==> src/rtl/mac_sequencer_if.sv <==
// Handshake bundle between a host/operand source/result consumer and
// mac_sequencer. The master side is the host; the slave side is the sequencer.
interface mac_sequencer_if #(
  parameter int WIDTH = 16,
  parameter int CNT_W = 8
);
  // Handshake rule for both streams: a transfer happens on a rising clock
  // edge where valid and ready are both high. The sender holds its data
  // stable while valid is high and ready is low, and ready never depends
  // on valid.
  logic             start;
  logic [CNT_W-1:0] len;
  logic             busy;
  logic             op_valid;
  logic             op_ready;
  logic [WIDTH-1:0] op_a;
  logic [WIDTH-1:0] op_b;
  logic             res_valid;
  logic             res_ready;
  logic [WIDTH-1:0] result;
  logic             ovf;

  modport master (
    output start, len, op_valid, op_a, op_b, res_ready,
    input  busy, op_ready, res_valid, result, ovf
  );

  modport slave (
    input  start, len, op_valid, op_a, op_b, res_ready,
    output busy, op_ready, res_valid, result, ovf
  );
endinterface

==> src/rtl/mac_sequencer.sv <==
// Multiply-accumulate job sequencer: accepts len operand pairs, multiplies
// each (low WIDTH bits), pipes it through a product register and sums it
// into an accumulator, then offers the sum on a result handshake.
module mac_sequencer #(
  parameter int WIDTH = 16,
  parameter int CNT_W = 8
) (
  input  logic                clk,
  input  logic                rst,
  mac_sequencer_if.slave      bus,
  output logic [1:0]          state_o
);

  typedef enum logic [1:0] {
    IDLE  = 2'd0,
    RUN   = 2'd1,
    FLUSH = 2'd2,
    DONE  = 2'd3
  } state_t;

  state_t           state_q, state_d;
  logic [WIDTH-1:0] acc_q, acc_d;
  logic [WIDTH-1:0] prod_q, prod_d;
  logic             prod_v_q, prod_v_d;
  logic [CNT_W-1:0] rem_q, rem_d;
  logic             ovf_q, ovf_d;
  logic             busy_q, op_ready_q, res_valid_q;

  logic [WIDTH-1:0] prod_trunc;
  logic [WIDTH:0]   sum;

  // Product kept at WIDTH bits: truncation is silent and never flags ovf.
  assign prod_trunc = bus.op_a * bus.op_b;
  assign sum        = {1'b0, acc_q} + {1'b0, prod_q};

  // Next-state and datapath update for the job sequence.
  always_comb begin
    state_d  = state_q;
    acc_d    = acc_q;
    prod_d   = prod_q;
    prod_v_d = prod_v_q;
    rem_d    = rem_q;
    ovf_d    = ovf_q;

    // Pending product drains into the accumulator in RUN and FLUSH.
    if (prod_v_q && (state_q == RUN || state_q == FLUSH)) begin
      acc_d = sum[WIDTH-1:0];
      if (sum[WIDTH]) ovf_d = 1'b1;
    end

    case (state_q)
      IDLE: begin
        if (bus.start) begin
          acc_d    = '0;
          ovf_d    = 1'b0;
          prod_v_d = 1'b0;
          if (bus.len != '0) begin
            rem_d   = bus.len;
            state_d = RUN;
          end else begin
            state_d = DONE;
          end
        end
      end
      RUN: begin
        if (bus.op_valid) begin
          prod_d   = prod_trunc;
          prod_v_d = 1'b1;
          rem_d    = rem_q - CNT_W'(1);
          if (rem_q == CNT_W'(1)) state_d = FLUSH;
        end else begin
          prod_v_d = 1'b0;
        end
      end
      FLUSH: begin
        prod_v_d = 1'b0;
        state_d  = DONE;
      end
      DONE: begin
        if (bus.res_ready) state_d = IDLE;
      end
      default: state_d = IDLE;
    endcase
  end

  // State registers; handshake outputs are registered from the next state.
  always_ff @(posedge clk) begin
    if (rst) begin
      state_q     <= IDLE;
      acc_q       <= '0;
      prod_q      <= '0;
      prod_v_q    <= 1'b0;
      rem_q       <= '0;
      ovf_q       <= 1'b0;
      busy_q      <= 1'b0;
      op_ready_q  <= 1'b0;
      res_valid_q <= 1'b0;
    end else begin
      state_q     <= state_d;
      acc_q       <= acc_d;
      prod_q      <= prod_d;
      prod_v_q    <= prod_v_d;
      rem_q       <= rem_d;
      ovf_q       <= ovf_d;
      busy_q      <= (state_d != IDLE);
      op_ready_q  <= (state_d == RUN);
      res_valid_q <= (state_d == DONE);
    end
  end

  assign bus.busy      = busy_q;
  assign bus.op_ready  = op_ready_q;
  assign bus.res_valid = res_valid_q;
  assign bus.result    = acc_q;
  assign bus.ovf       = ovf_q;
  assign state_o       = state_q;

endmodule
==> src/flat_wrapper.sv <==
// flat-port wrapper written by rule: the top's interface ports become plain ports
module mac_sequencer_flat 
#(
  parameter int WIDTH = 16,
  parameter int CNT_W = 8
)
  (clk, rst, state_o, bus_start, bus_len, bus_op_valid, bus_op_a, bus_op_b, bus_res_ready, bus_busy, bus_op_ready, bus_res_valid, bus_result, bus_ovf);
  mac_sequencer_if #(.WIDTH(WIDTH), .CNT_W(CNT_W)) bus_i ();
  input  logic clk;
  input  logic rst;
  output logic [1:0] state_o;
  input wire logic [$bits(bus_i.start)-1:0] bus_start;
  input wire logic [$bits(bus_i.len)-1:0] bus_len;
  input wire logic [$bits(bus_i.op_valid)-1:0] bus_op_valid;
  input wire logic [$bits(bus_i.op_a)-1:0] bus_op_a;
  input wire logic [$bits(bus_i.op_b)-1:0] bus_op_b;
  input wire logic [$bits(bus_i.res_ready)-1:0] bus_res_ready;
  output wire logic [$bits(bus_i.busy)-1:0] bus_busy;
  output wire logic [$bits(bus_i.op_ready)-1:0] bus_op_ready;
  output wire logic [$bits(bus_i.res_valid)-1:0] bus_res_valid;
  output wire logic [$bits(bus_i.result)-1:0] bus_result;
  output wire logic [$bits(bus_i.ovf)-1:0] bus_ovf;
  assign bus_i.start = bus_start;
  assign bus_i.len = bus_len;
  assign bus_i.op_valid = bus_op_valid;
  assign bus_i.op_a = bus_op_a;
  assign bus_i.op_b = bus_op_b;
  assign bus_i.res_ready = bus_res_ready;
  assign bus_busy = bus_i.busy;
  assign bus_op_ready = bus_i.op_ready;
  assign bus_res_valid = bus_i.res_valid;
  assign bus_result = bus_i.result;
  assign bus_ovf = bus_i.ovf;
  mac_sequencer #(.WIDTH(WIDTH), .CNT_W(CNT_W)) u_core (.clk(clk), .rst(rst), .bus(bus_i), .state_o(state_o));
endmodule
==> config.mk <==
export PLATFORM = sky130hd
export DESIGN_NAME = mac_sequencer_flat
export DESIGN_NICKNAME = d
export VERILOG_FILES = /design/src/rtl/mac_sequencer_if.sv /design/src/rtl/mac_sequencer.sv /design/src/flat_wrapper.sv
export SDC_FILE = /design/constraint.sdc
export NUM_CORES = 1
export LEC_CHECK = 0
export ABC_AREA = 1
export CAP_MARGIN = 20
export CELL_PAD_IN_SITES_DETAIL_PLACEMENT = 0
export CELL_PAD_IN_SITES_GLOBAL_PLACEMENT = 1
export CORE_MARGIN = 2
export CORE_UTILIZATION = 30
export CTS_CLUSTER_SIZE = 12
export DETAILED_ROUTE_END_ITERATION = 12
export MAX_ROUTING_LAYER = met4
export PLACE_DENSITY_LB_ADDON = 0.15
export SETUP_SLACK_MARGIN = 0.15
export SYNTH_ARGS = -nofsm -noshare
export SYNTH_HDL_FRONTEND = slang
export SYNTH_SLANG_ARGS = --single-unit
export TNS_END_PERCENT = 5
==> constraint.sdc <==
create_clock -name clk -period 14.2 [get_ports clk]
set_input_delay 1.42 -clock clk [delete_from_list [all_inputs] [get_ports clk]]
set_output_delay 1.42 -clock clk [all_outputs]
set_load 0.05 [all_outputs]
Word-level counts from Yosys, hierarchy flattened
Cells that the tools add are included.

Magnitude comparators: 0. Shifts and indexed selects: 0. $mul: 1. Multiplexer cells: 20. Reduce and logical (&&, ||, !) cells: 10. Bitwise logic cells: 0. Equality and inequality tests: 9. $add $sub $neg: 2. Divide/modulo/power cells: 0.

Operators with widths (number): $mux 16 (3); $mux 8 (3); $add 16x16->17 (1); $mul 16x16->16 (1); $pmux 8 s2 (1); $mux 2 (5); $eq 8x1->1 const B (1); $pmux 2 s4 (1); $reduce_bool 8->1 (1); $sub 8x1->8 const B (1); $eq 2x2->1 const B (3); $mux 1 (6); $eq 2x1->1 const B (2); $ne 2x2->1 const B (2); $reduce_and 2->1 (2); $reduce_and 4->1 (1); $reduce_bool 2->1 (2); $pmux 1 s3 (1); $reduce_bool 3->1 (1); $logic_not 2->1 (1); $ne 2x1->1 const B (1); $logic_and 1x1->1 (1); $logic_or 1x1->1 (1).

Memories: 0. ROM bits: 0. Word-level logic and storage cells: 51. Register bits: 47. Output and inout bits: 22. RAM bits: 0. Bits in latches: 0.

Depth between registers and ports, before layout
Depth after elaboration: 6. Mapped depth: 29.

Worst setup path after synthesis
No wires, ideal clock.

Path kind: input to register. Start: in bus_op_b[1]. End: reg u_core.prod_q[15]. Slack: 7.816 ns. Data required time: 14.091 ns. Data arrival time: 6.275 ns. Setup time: 0.109 ns. Stages: 24. Cells stage by stage: buf_2 -> clkbuf_1 -> nand2_1 -> fa_1 -> fa_1 -> inv_1 -> fa_1 -> inv_1 -> fa_1 -> inv_1 -> fa_1 -> inv_1 -> fa_1 -> inv_1 -> ha_1 -> nand2_1 -> nor3_1 -> nand3_1 -> nand3_1 -> inv_1 -> nand3_1 -> nand3_1 -> nand2_1 -> inv_1.

Word-level cells in the longest chain between the ends: 1.

Ends and longest elaborated chain: from (decl) (line flat_wrapper.sv:16) `input wire logic [$bits(bus_i.op_b)-1:0] bus_op_b;`; $mul 16x16->16 (line mac_sequencer.sv:33) `assign prod_trunc = bus.op_a * bus.op_b;`; to (signal assigned) (line mac_sequencer.sv:101) `prod_q <= prod_d;`; to (decl) (line mac_sequencer.sv:23) `logic [WIDTH-1:0] prod_q, prod_d;`.

Every way passes these cells. A chain may end at the register's enable or synchronous reset.

Final worst setup path
Start: in bus_op_b[1]. End: reg u_core.prod_q[14].

Same word-level chain as after synthesis.

==> out/results.tsv <==
stage	metric	value	unit
timing	final setup TNS	0	ns
timing	# setup viols final	0	
clocking	post-CTS setup buffer count	0	
yosys	post-synthesis sequential area ratio	0.134	
yosys	mean post-synth cell area	6.88	um^2
pwr	Pleak	4.49	nW
critical_path	Crit path arrival time	7.12	ns
detailed_routing	Final ANT Viol Nets	0	
run	max cap viols	0	
global_route	first-pass GRT wire length	29.6	mm
critical_path	Worst Path Required	14.39	ns
critical_path	R2R Setup Slk	11.77	ns
detailed_routing	Routed WL per cell	12.9	um
pwr	Logic pwr share	0.744	
critical_path	critical path peak fanout	16	
clocking	clk slew on worst S/H paths	0.07	ns
floorplan	Core ar.	23300	um^2
timing	Slew headroom	0.357	
pwr	part of the power in registers	0.135	
worst_hold_path	worst hold stages	2	
critical_path	Critical R2R Launch	u_core.state_o[1]	
yosys	count of flip-flops with a built-in enable after synthesis	0	
yosys	Synth warnings	0	
placed_design	routability cong.	0.775	
placed_design	Inst Count DP	1375	
clocking	clock root cell	clkbuf_16	
floorplan	row cnt	56	
detailed_routing	DR DRC count	0	
timing	RSZ-0062 raised after global routing	false	
clocking	H-tree depth	2	
floorplan	Starting Density	0.302	
yosys	Distinct cells, synth	42	
timing	hold slack final	0.446	ns
floorplan	Die Span Y	157	um
timing	Fin. Hold Viols	0	
pwr	Sw Pwr	591	uW
detailed_routing	Via Count	5996	
finish	n_diodes	0	
clocking	CTS tree	yes	
floorplan	# IOs	67	
yosys	#FFs+latches synth	47	
global_route	GRT Util Overall	0.155	
finish	count of non-filler cells in the finished layout	1383	
critical_path	critical path startpoint	bus_op_b[1]	
global_route	largest net degree at the start of global routing	31	
yosys	top cells by count, synth	inv_1 (253), nand2_1 (250), fa_1 (81), ha_1 (71), nor2_1 (57)	
detailed_routing	Via-to-Cell Ratio	4.34	
critical_path	CP startpoint kind	input port	
pwr	PD cells	144	nW/um^2
pwr	sw frac	0.506	
clocking	post-CTS resize count	0	
worst_hold_path	path category of the worst min-delay check	flop to flop	
timing	Worst Skew	0.00501	ns
clocking	Num CTS Buffers	5	
critical_path	crit path capture type	flop	
clocking	CTS Hold Bufs	0	
pwr	Tot Pwr	1.17	mW
timing	Least-Margin Pin Slew	0.961	ns
critical_path	Setup CP Type	input port to flop	
clocking	Sink Count	47	
timing	Min Clock Period, post-route	6.93	ns
placed_design	dpl hpwl	14.7	mm
finish	area delta synth->final	15.5	%
pwr	Max VDD drop	104	uV
detailed_routing	number of DRC markers in iteration 0	263	
yosys	top_reg_cell synth	dfxtp_1	
yosys	Syn Inst Count	1023	
yosys	Yosys top cell area share	0.230	
clocking	worst skew pair latency	0.29	ns
pwr	internal power	577	uW
floorplan	die area	24700	um^2
finish	Nets	1260	
outcome	status	finished clean	
global_route	global route total overflow	0	
detailed_routing	DR pass1 iterations	4	
yosys	syn_nets	1220	
yosys	mapped cell area	7040	um^2
yosys	Post-synth ARST share	0	
floorplan	die extent in x	157	um
placed_design	Buffers on Ports	66	
detailed_routing	Detailed Route WL	17.8	mm
finish	final core utilization	0.349	
global_route	initial antenna violation count	0	
timing	Final period util	0.488	
global_route	vias in the first global route	6013	
finish	filler cell count	2548	
timing	Fmax	0.144	GHz
pwr	proportion of power drawn by the clock network	0.122	
yosys	most frequent cell after synthesis	inv_1	
clocking	clock tree buffer depth	2	
critical_path	CP Capture Point	u_core.prod_q[14]	
critical_path	worst r2r dst	u_core.prod_q[12]	
timing	max-slew violations	0	
yosys	Synth area leaders	fa_1 (23%), inv_1 (13%), dfxtp_1 (13%)	
finish	share of cells above drive strength 1	0.0235	
critical_path	worst reg2reg path depth	7	
yosys	top cell type by total area after synthesis	fa_1	
## sequential cells by signal, summed over array words and instances (netlist names)
| register | flops |
|---|---|
| u_core.prod_q | 16 |
| u_core.bus.res_valid | 1 |
| u_core.bus.op_ready | 1 |
| u_core.bus.ovf | 1 |
| u_core.state_o | 2 |
| u_core.bus.result | 16 |
| u_core.rem_q | 8 |
| u_core.prod_v_q | 1 |
| u_core.bus.busy | 1 |
## power groups by stage
stage,Combinational (mW),Sequential (mW),Clock (mW)
2_1_floorplan,0.664,0.167,0
3_3_place_gp,0.891,0.160,0
3_5_place_dp,0.882,0.160,0
4_1_cts,0.890,0.157,0.147
5_1_grt,1.02,0.159,0.150
6_report,0.869,0.157,0.142
## routing by layer
layer / part of all wire / global-route usage / vias up
met3: 0.027 / 0.0146 / 9
met5: 0 / - / -
li1: - / - / 3142
met1: 0.47 / 0.197 / 2756
met2: 0.49 / 0.268 / 89
met4: 0.015 / 0.0346 / 0
## final cells by class
class	count	area, um^2	share of cell area
flip-flops and latches	47	941	0.116
clock inverters	2	38.8	0.00478
multi-input cells	682	4960	0.611
clock buffers	6	139	0.0171
repair buffers	67	668	0.0823
inverters	260	976	0.120
well taps	319	399	0.0491
## worst min-delay path by stage
| stage | from | endpoint |
|---|---|---|
| 5_1_grt | u_core.prod_v_q | u_core.prod_v_q |
| 3_5_place_dp | u_core.prod_v_q | u_core.prod_v_q |
| 4_1_cts | u_core.prod_v_q | u_core.prod_v_q |
| 6_report | u_core.prod_v_q | u_core.prod_v_q |
| 3_3_place_gp | u_core.prod_v_q | u_core.prod_v_q |
| 2_1_floorplan | u_core.prod_v_q | u_core.prod_v_q |
## cell usage in the layout, fill, tap and decap left out, types with 8 or more instances in the layout
cell | Yosys | layout
dfxtp_1 | 47 | 47
inv_1 | 253 | 253
ha_1 | 71 | 71
xnor2_1 | 8 | 8
xor2_1 | 17 | 17
nand2_1 | 250 | 250
nor2_1 | 57 | 57
a21oi_1 | 54 | 54
clkdlybuf4s50_1 | 0 | 66
o21ai_0 | 47 | 47
nand3_1 | 45 | 45
fa_1 | 81 | 81
## per-stage QoR
stage	cell area [um^2]	setup slack, ns
after floorplan	7040	7.82
after global placement	7950	6.98
after detailed placement	7950	6.96
after CTS	8120	7.26
after global routing	8120	6.92
final	8120	7.27
## worst max-delay path: stages
cell and delay (ns):
clkdlybuf4s50_1 0.96, nand2_1 0.17, fa_1 0.53, fa_1 0.54
inv_1 0.05, fa_1 0.49, inv_1 0.05, fa_1 0.53
inv_1 0.05, fa_1 0.52, inv_1 0.05, fa_1 0.52
inv_1 0.04, ha_1 0.34, nand2_1 0.09, nor3_1 0.23
nand3_1 0.12, nand4_1 0.12, xor2_1 0.07, o21ai_0 0.14
inv_1 0.05
## kinds of logic after synthesis
group	Yosys count	synth area share
DFF	47	0.134
AOI/OAI and AO/OA	120	0.0911
buffers and inverters	294	0.161
and+or+nand+nor	385	0.226
adders and majority gates	152	0.357
xor gates and xnor gates	25	0.0311
Power figures use the tool's default switching activity.
